## config.mk

```make
export PLATFORM = sky130hd
export DESIGN_NAME = mem_arbiter
export DESIGN_NICKNAME = d
export VERILOG_FILES = /design/src/rtl/mem_arbiter.sv
export SDC_FILE = /design/constraint.sdc
export NUM_CORES = 1
export LEC_CHECK = 0
export ABC_CLOCK_PERIOD_IN_PS = 5150
export CORE_AREA = 2 2 106 108
export CTS_CLUSTER_DIAMETER = 40
export DETAILED_ROUTE_END_ITERATION = 10
export DIE_AREA = 0 0 108 110
export DONT_BUFFER_PORTS = 1
export PLACE_DENSITY_LB_ADDON = 0.12
export REMOVE_ABC_BUFFERS = 1
export SYNTH_ARGS = -nofsm -noshare
export SYNTH_HDL_FRONTEND = slang
export SYNTH_SLANG_ARGS = --single-unit
```

## constraint.sdc

```tcl
create_clock -name clk -period 5.15 [get_ports clk]
set_input_delay 0.7725 -clock clk [delete_from_list [all_inputs] [get_ports clk]]
set_output_delay 0.7725 -clock clk [all_outputs]
set_load 0.02 [all_outputs]
```

## src/rtl/mem_arbiter.sv

```systemverilog
// Shared-memory arbiter between instruction fetch and load/store ports; one transaction in flight.
// Optional round-robin contention resolution is enabled by defining ARB_RR_EN.
module mem_arbiter #(
   parameter int ADDR_W = 32,
   parameter int DATA_W = 32
) (
   input  logic              clk,
   input  logic              rst,
   input  logic              if_req,
   input  logic [ADDR_W-1:0] if_addr,
   output logic              if_ack,
   output logic [DATA_W-1:0] if_inst,
   input  logic              flush,
   input  logic              mem_req,
   input  logic              mem_we,
   input  logic [ADDR_W-1:0] mem_addr,
   input  logic [3:0]        mem_sel,
   input  logic [DATA_W-1:0] mem_wdata,
   output logic              mem_ack,
   output logic [DATA_W-1:0] mem_rdata,
   output logic              ram_ce,
   output logic              ram_we,
   output logic [ADDR_W-1:0] ram_addr,
   output logic [3:0]        ram_sel,
   output logic [DATA_W-1:0] ram_wdata,
   input  logic              ram_ack,
   input  logic [DATA_W-1:0] ram_rdata,
   output logic              stall_req
);

   typedef enum logic [1:0] {
      ST_IDLE,
      ST_BUSY_IF,
      ST_BUSY_MEM
   } state_t;

   state_t            r_state;
   state_t            w_state_nxt;
   logic              r_cancel;
   logic              w_cancel_nxt;
   logic              w_grant_if;
   logic              w_grant_mem;
   logic              w_mem_prio;
   logic              w_done;
   logic              w_if_deliver;
   logic              w_mem_deliver;

   logic              r_if_ack;
   logic              r_mem_ack;
   logic [DATA_W-1:0] r_if_inst;
   logic [DATA_W-1:0] r_mem_rdata;
   logic              r_ram_ce;
   logic              r_ram_we;
   logic [ADDR_W-1:0] r_ram_addr;
   logic [3:0]        r_ram_sel;
   logic [DATA_W-1:0] r_ram_wdata;

`ifdef ARB_RR_EN
   logic r_last_mem;

   // MEM wins contention whenever IF held the previous grant (IF after reset).
   assign w_mem_prio = ~r_last_mem;

   always_ff @(posedge clk or posedge rst) begin
      if (rst)
         r_last_mem <= 1'b0;
      else if (w_grant_if || w_grant_mem)
         r_last_mem <= w_grant_mem;
   end
`else
   assign w_mem_prio = 1'b1;
`endif

   always_ff @(posedge clk or posedge rst) begin
      if (rst) begin
         r_state  <= ST_IDLE;
         r_cancel <= 1'b0;
      end else begin
         r_state  <= w_state_nxt;
         r_cancel <= w_cancel_nxt;
      end
   end

   always_comb begin
      w_state_nxt   = r_state;
      w_cancel_nxt  = r_cancel;
      w_grant_if    = 1'b0;
      w_grant_mem   = 1'b0;
      w_done        = 1'b0;
      w_if_deliver  = 1'b0;
      w_mem_deliver = 1'b0;
      case (r_state)
         ST_IDLE: begin
            w_cancel_nxt = 1'b0;
            w_grant_mem  = mem_req & (~if_req | w_mem_prio);
            w_grant_if   = if_req & ~w_grant_mem;
            if (w_grant_mem) begin
               w_state_nxt = ST_BUSY_MEM;
            end else if (w_grant_if) begin
               w_state_nxt  = ST_BUSY_IF;
               w_cancel_nxt = flush;
            end
         end
         ST_BUSY_IF: begin
            if (ram_ack) begin
               w_done       = 1'b1;
               // A flush coinciding with completion still suppresses delivery.
               w_if_deliver = ~r_cancel & ~flush;
               w_cancel_nxt = 1'b0;
               w_state_nxt  = ST_IDLE;
            end else begin
               w_cancel_nxt = r_cancel | flush;
            end
         end
         ST_BUSY_MEM: begin
            if (ram_ack) begin
               w_done        = 1'b1;
               w_mem_deliver = 1'b1;
               w_state_nxt   = ST_IDLE;
            end
         end
         default: w_state_nxt = ST_IDLE;
      endcase
   end

   always_ff @(posedge clk or posedge rst) begin
      if (rst) begin
         r_if_ack    <= 1'b0;
         r_mem_ack   <= 1'b0;
         r_if_inst   <= '0;
         r_mem_rdata <= '0;
         r_ram_ce    <= 1'b0;
         r_ram_we    <= 1'b0;
         r_ram_addr  <= '0;
         r_ram_sel   <= '0;
         r_ram_wdata <= '0;
      end else begin
         r_if_ack  <= w_if_deliver;
         r_mem_ack <= w_mem_deliver;
         if (w_if_deliver)
            r_if_inst <= ram_rdata;
         if (w_mem_deliver)
            r_mem_rdata <= ram_rdata;
         if (w_grant_mem) begin
            r_ram_ce    <= 1'b1;
            r_ram_we    <= mem_we;
            r_ram_addr  <= mem_addr;
            r_ram_sel   <= mem_sel;
            r_ram_wdata <= mem_wdata;
         end else if (w_grant_if) begin
            r_ram_ce   <= 1'b1;
            r_ram_we   <= 1'b0;
            r_ram_addr <= if_addr;
            r_ram_sel  <= '1;
         end else if (w_done) begin
            r_ram_ce <= 1'b0;
         end
      end
   end

   assign if_ack    = r_if_ack;
   assign if_inst   = r_if_inst;
   assign mem_ack   = r_mem_ack;
   assign mem_rdata = r_mem_rdata;
   assign ram_ce    = r_ram_ce;
   assign ram_we    = r_ram_we;
   assign ram_addr  = r_ram_addr;
   assign ram_sel   = r_ram_sel;
   assign ram_wdata = r_ram_wdata;
   assign stall_req = (if_req & ~r_if_ack) | (mem_req & ~r_mem_ack);

endmodule

```

==> impl_results.md <==
- Final net count: 609
- Internal: 2.916 mW
- P&R area growth vs syn: 11.78%
- Lkg Pwr: 2.888 nW
- First-pass GRT wire length: 18,570 um
- Seq pwr share: 54.8%
- Worst Tran Pin Value: 1057 ps
- Cell Area, Synth: 5588 um2
- CTS Hold Bufs: 0
- DP Area: 5620 um2
- Share of post-route cells with drive strength above 1: 21.92%
- Crit path DAT: 2690 ps
- Num ports: 276
- Worst reg2reg path depth: 6
- Via count of the routed design: 3,520
- Post-Syn Instances: 472
- Global route hottest layer: met2
- Post-DRT Antenna Nets: 0
- Hold Violations, Final: 0
- Initial antenna violation count: 0
- RSZ-0062 raised after global routing: no
- Placed cell count: 587
- Post-CTS Repair Setup Buffers: 0
- Seq cells post-synth: 139
- Comb pwr share: 19.2%
- RD Place Congestion: 0.8126
- TNS Setup: 0 ps
- Worst VDD drop: 0.3381 mV
- All-Layer GR Usage: 20.95%
- Port Buf Inserts: 0
- RR Endpoint: ram_addr[5]$_DFFE_PP0P_
- Sw frac: 40.69%
- Met1 GRT Util: 24.03%
- Commonest non-fill, non-tap cells in the layout: dfrtp_1, nand2_1, nor2_1, a21oi_1, mux2_2
- Clock root buffer master: clkbuf_8
- Status: finished clean
- Core Box Area: 10,700 um2
- Initial DRC Count: 137
- Setup CP Type: reg -> reg
- Via density: 5.687
- CP Max Fanout: 47
- Clock buffer count from CTS: 17
- Seq/Total Area, Yosys: 62.25%
- Clk pwr share: 26.0%
- CTS tree: yes
- Final WL: 12,470 um
- Post-CTS Resized: 0
- Crit end category: flop
- Fin area: 6246 um2
- Switching power: 2.000 mW
- Setup slack, reg-to-reg: 2810 ps
- Clock sink total: 139
- Post-DP HPWL: 8651 um
- HP Class: in -> async
- Die Ht: 110 um
- Ant. Diodes: 0
- Crit Reg-Reg Startpoint: r_state[0]$_DFFE_PP0P_
- Req. time, crit path: 5510 ps
- Rows: 38
- Max Buffers Root-to-Sink: 2
- Die footprint: 11,880 um2
- CP Launch Type: flop
- Hold_ws: 274.7 ps
- Post-Synthesis Mean Instance Area: 11.84 um2
- Largest net degree at the start of global routing: 97
- Fmax: 0.4281 GHz
- Clk Latency, worst-skew pair: 520 ps
- Final period util: 45.36%
- Drt wl/cell: 20.15 um
- Initial cell density of the core: 52.23%
- Die width: 108 um
- GR Util met2: 33.69%
- Power Density: 787.2 nW/um2
- Post-route DRC: 0
- Max cap viols: 0
- Final Setup Violations: 0
- Pre-CTS setup slack: 2615 ps
- GRT overflow: 0
- Setup ws final: 2814 ps
- Slew Limit Fails: 0
- Total iterations of the first detailed-routing run: 4
- H-tree depth: 4
- Vias in the first global route: 3,524
- Max-slew headroom: 29.57%
- Synth warn: 0
- Post-synth cell types: 22
- Cell Count, Final, Fillers Out: 619
- Setup Skew: 12.86 ps
- Clk pin slew, worst setup/hold paths: 60 ps
- Commonest non-fill, non-tap cell in the layout: dfrtp_1
- Fin crit period: 2336 ps
- Met3 Resource Use GR: 9.112%
cell families after synthesis:
group                      after synthesis  share of synthesized area (%)
AOI/OAI and AO/OA                       76                          7.680
buffers and inverters                   39                          4.008
adders and majority gates                4                         0.8957
muxes                                   64                          14.85
and+or+nand+nor                        150                          10.32
DFF                                    139                          62.25
critical path, stage by stage (launching register included):
cell,delay [ps]
dfrtp_1,400
inv_1,130
ha_1,200
nand3b_1,640
buf_4,550
o22ai_1,180
a21oi_1,60
cell usage after synthesis:
library cell	n	share of area, %
and3_1	1	0.11
nand2_1	103	6.9
nand2b_1	1	0.11
nor2_1	41	2.8
a22o_1	1	0.16
a21oi_1	38	3.4
dfrtp_1	139	62
mux2_4	29	7.8
buf_2	17	1.5
o21a_1	1	0.13
buf_6	1	0.20
and2_1	1	0.11
ha_1	4	0.90
mux2_2	35	7.1
buf_12	3	1.1
o21ai_0	2	0.18
nand3b_1	1	0.13
clkbuf_1	7	0.47
inv_1	9	0.60
o22ai_1	34	3.8
nand3_1	2	0.18
buf_1	2	0.13
sequential cells by signal, summed over array words and instances, names as in the netlist, 2 cells and up:
register and cells:
if_inst 32, mem_rdata 32, ram_addr 32, ram_wdata 32, ram_sel 4, r_state 2
through the flow:
step                      power, mW  util [%]
after CTS                     4.967     58.39
after global placement        3.627     52.54
after global routing          5.191     58.39
after floorplan               3.367         -
final                         4.917     58.39
after detailed placement      3.680     52.54
power by group through the flow:
| stage | Sequential [mW] | Combinational, mW | Clock [mW] |
|---|---|---|---|
| 6_report | 2.70 | 0.942 | 1.28 |
| 5_1_grt | 2.76 | 1.07 | 1.36 |
| 4_1_cts | 2.71 | 0.960 | 1.30 |
| 3_5_place_dp | 2.72 | 0.959 | 0 |
| 3_3_place_gp | 2.71 | 0.913 | 0 |
| 2_1_floorplan | 2.56 | 0.806 | 0 |
layer usage:
metal,vias to the layer above,part of all wire [%]
li1,1583,-
met1,1734,37
met2,177,49
met3,26,10
met4,0,2.8
met5,-,0
cell type report:
class | instances | area (um2)
clock buffers | 17 | 414.1
clock inverters | 15 | 211.5
fillers | 895 | 4452
inverters | 9 | 38.79
multi-input cells | 294 | 1891
flip-flops and latches | 139 | 3478
well taps | 140 | 175.2
repair buffers | 5 | 37.54
worst max path at each step:
| stage | startpoint | to | slack (ps) | cells after the start |
|---|---|---|---|---|
| floorplan | rst | if_ack$_DFF_PP0_ | 650 | 1 |
| global placement | mem_req | ram_addr[5]$_DFFE_PP0P_ | 2690 | 4 |
| detailed placement | mem_req | ram_addr[5]$_DFFE_PP0P_ | 2620 | 4 |
| CTS | r_state[0]$_DFFE_PP0P_ | ram_addr[5]$_DFFE_PP0P_ | 2710 | 6 |
| global route | r_state[0]$_DFFE_PP0P_ | ram_addr[4]$_DFFE_PP0P_ | 2530 | 6 |
| finish | r_state[0]$_DFFE_PP0P_ | ram_addr[5]$_DFFE_PP0P_ | 2810 | 6 |
(Power assumes the default switching activity.)
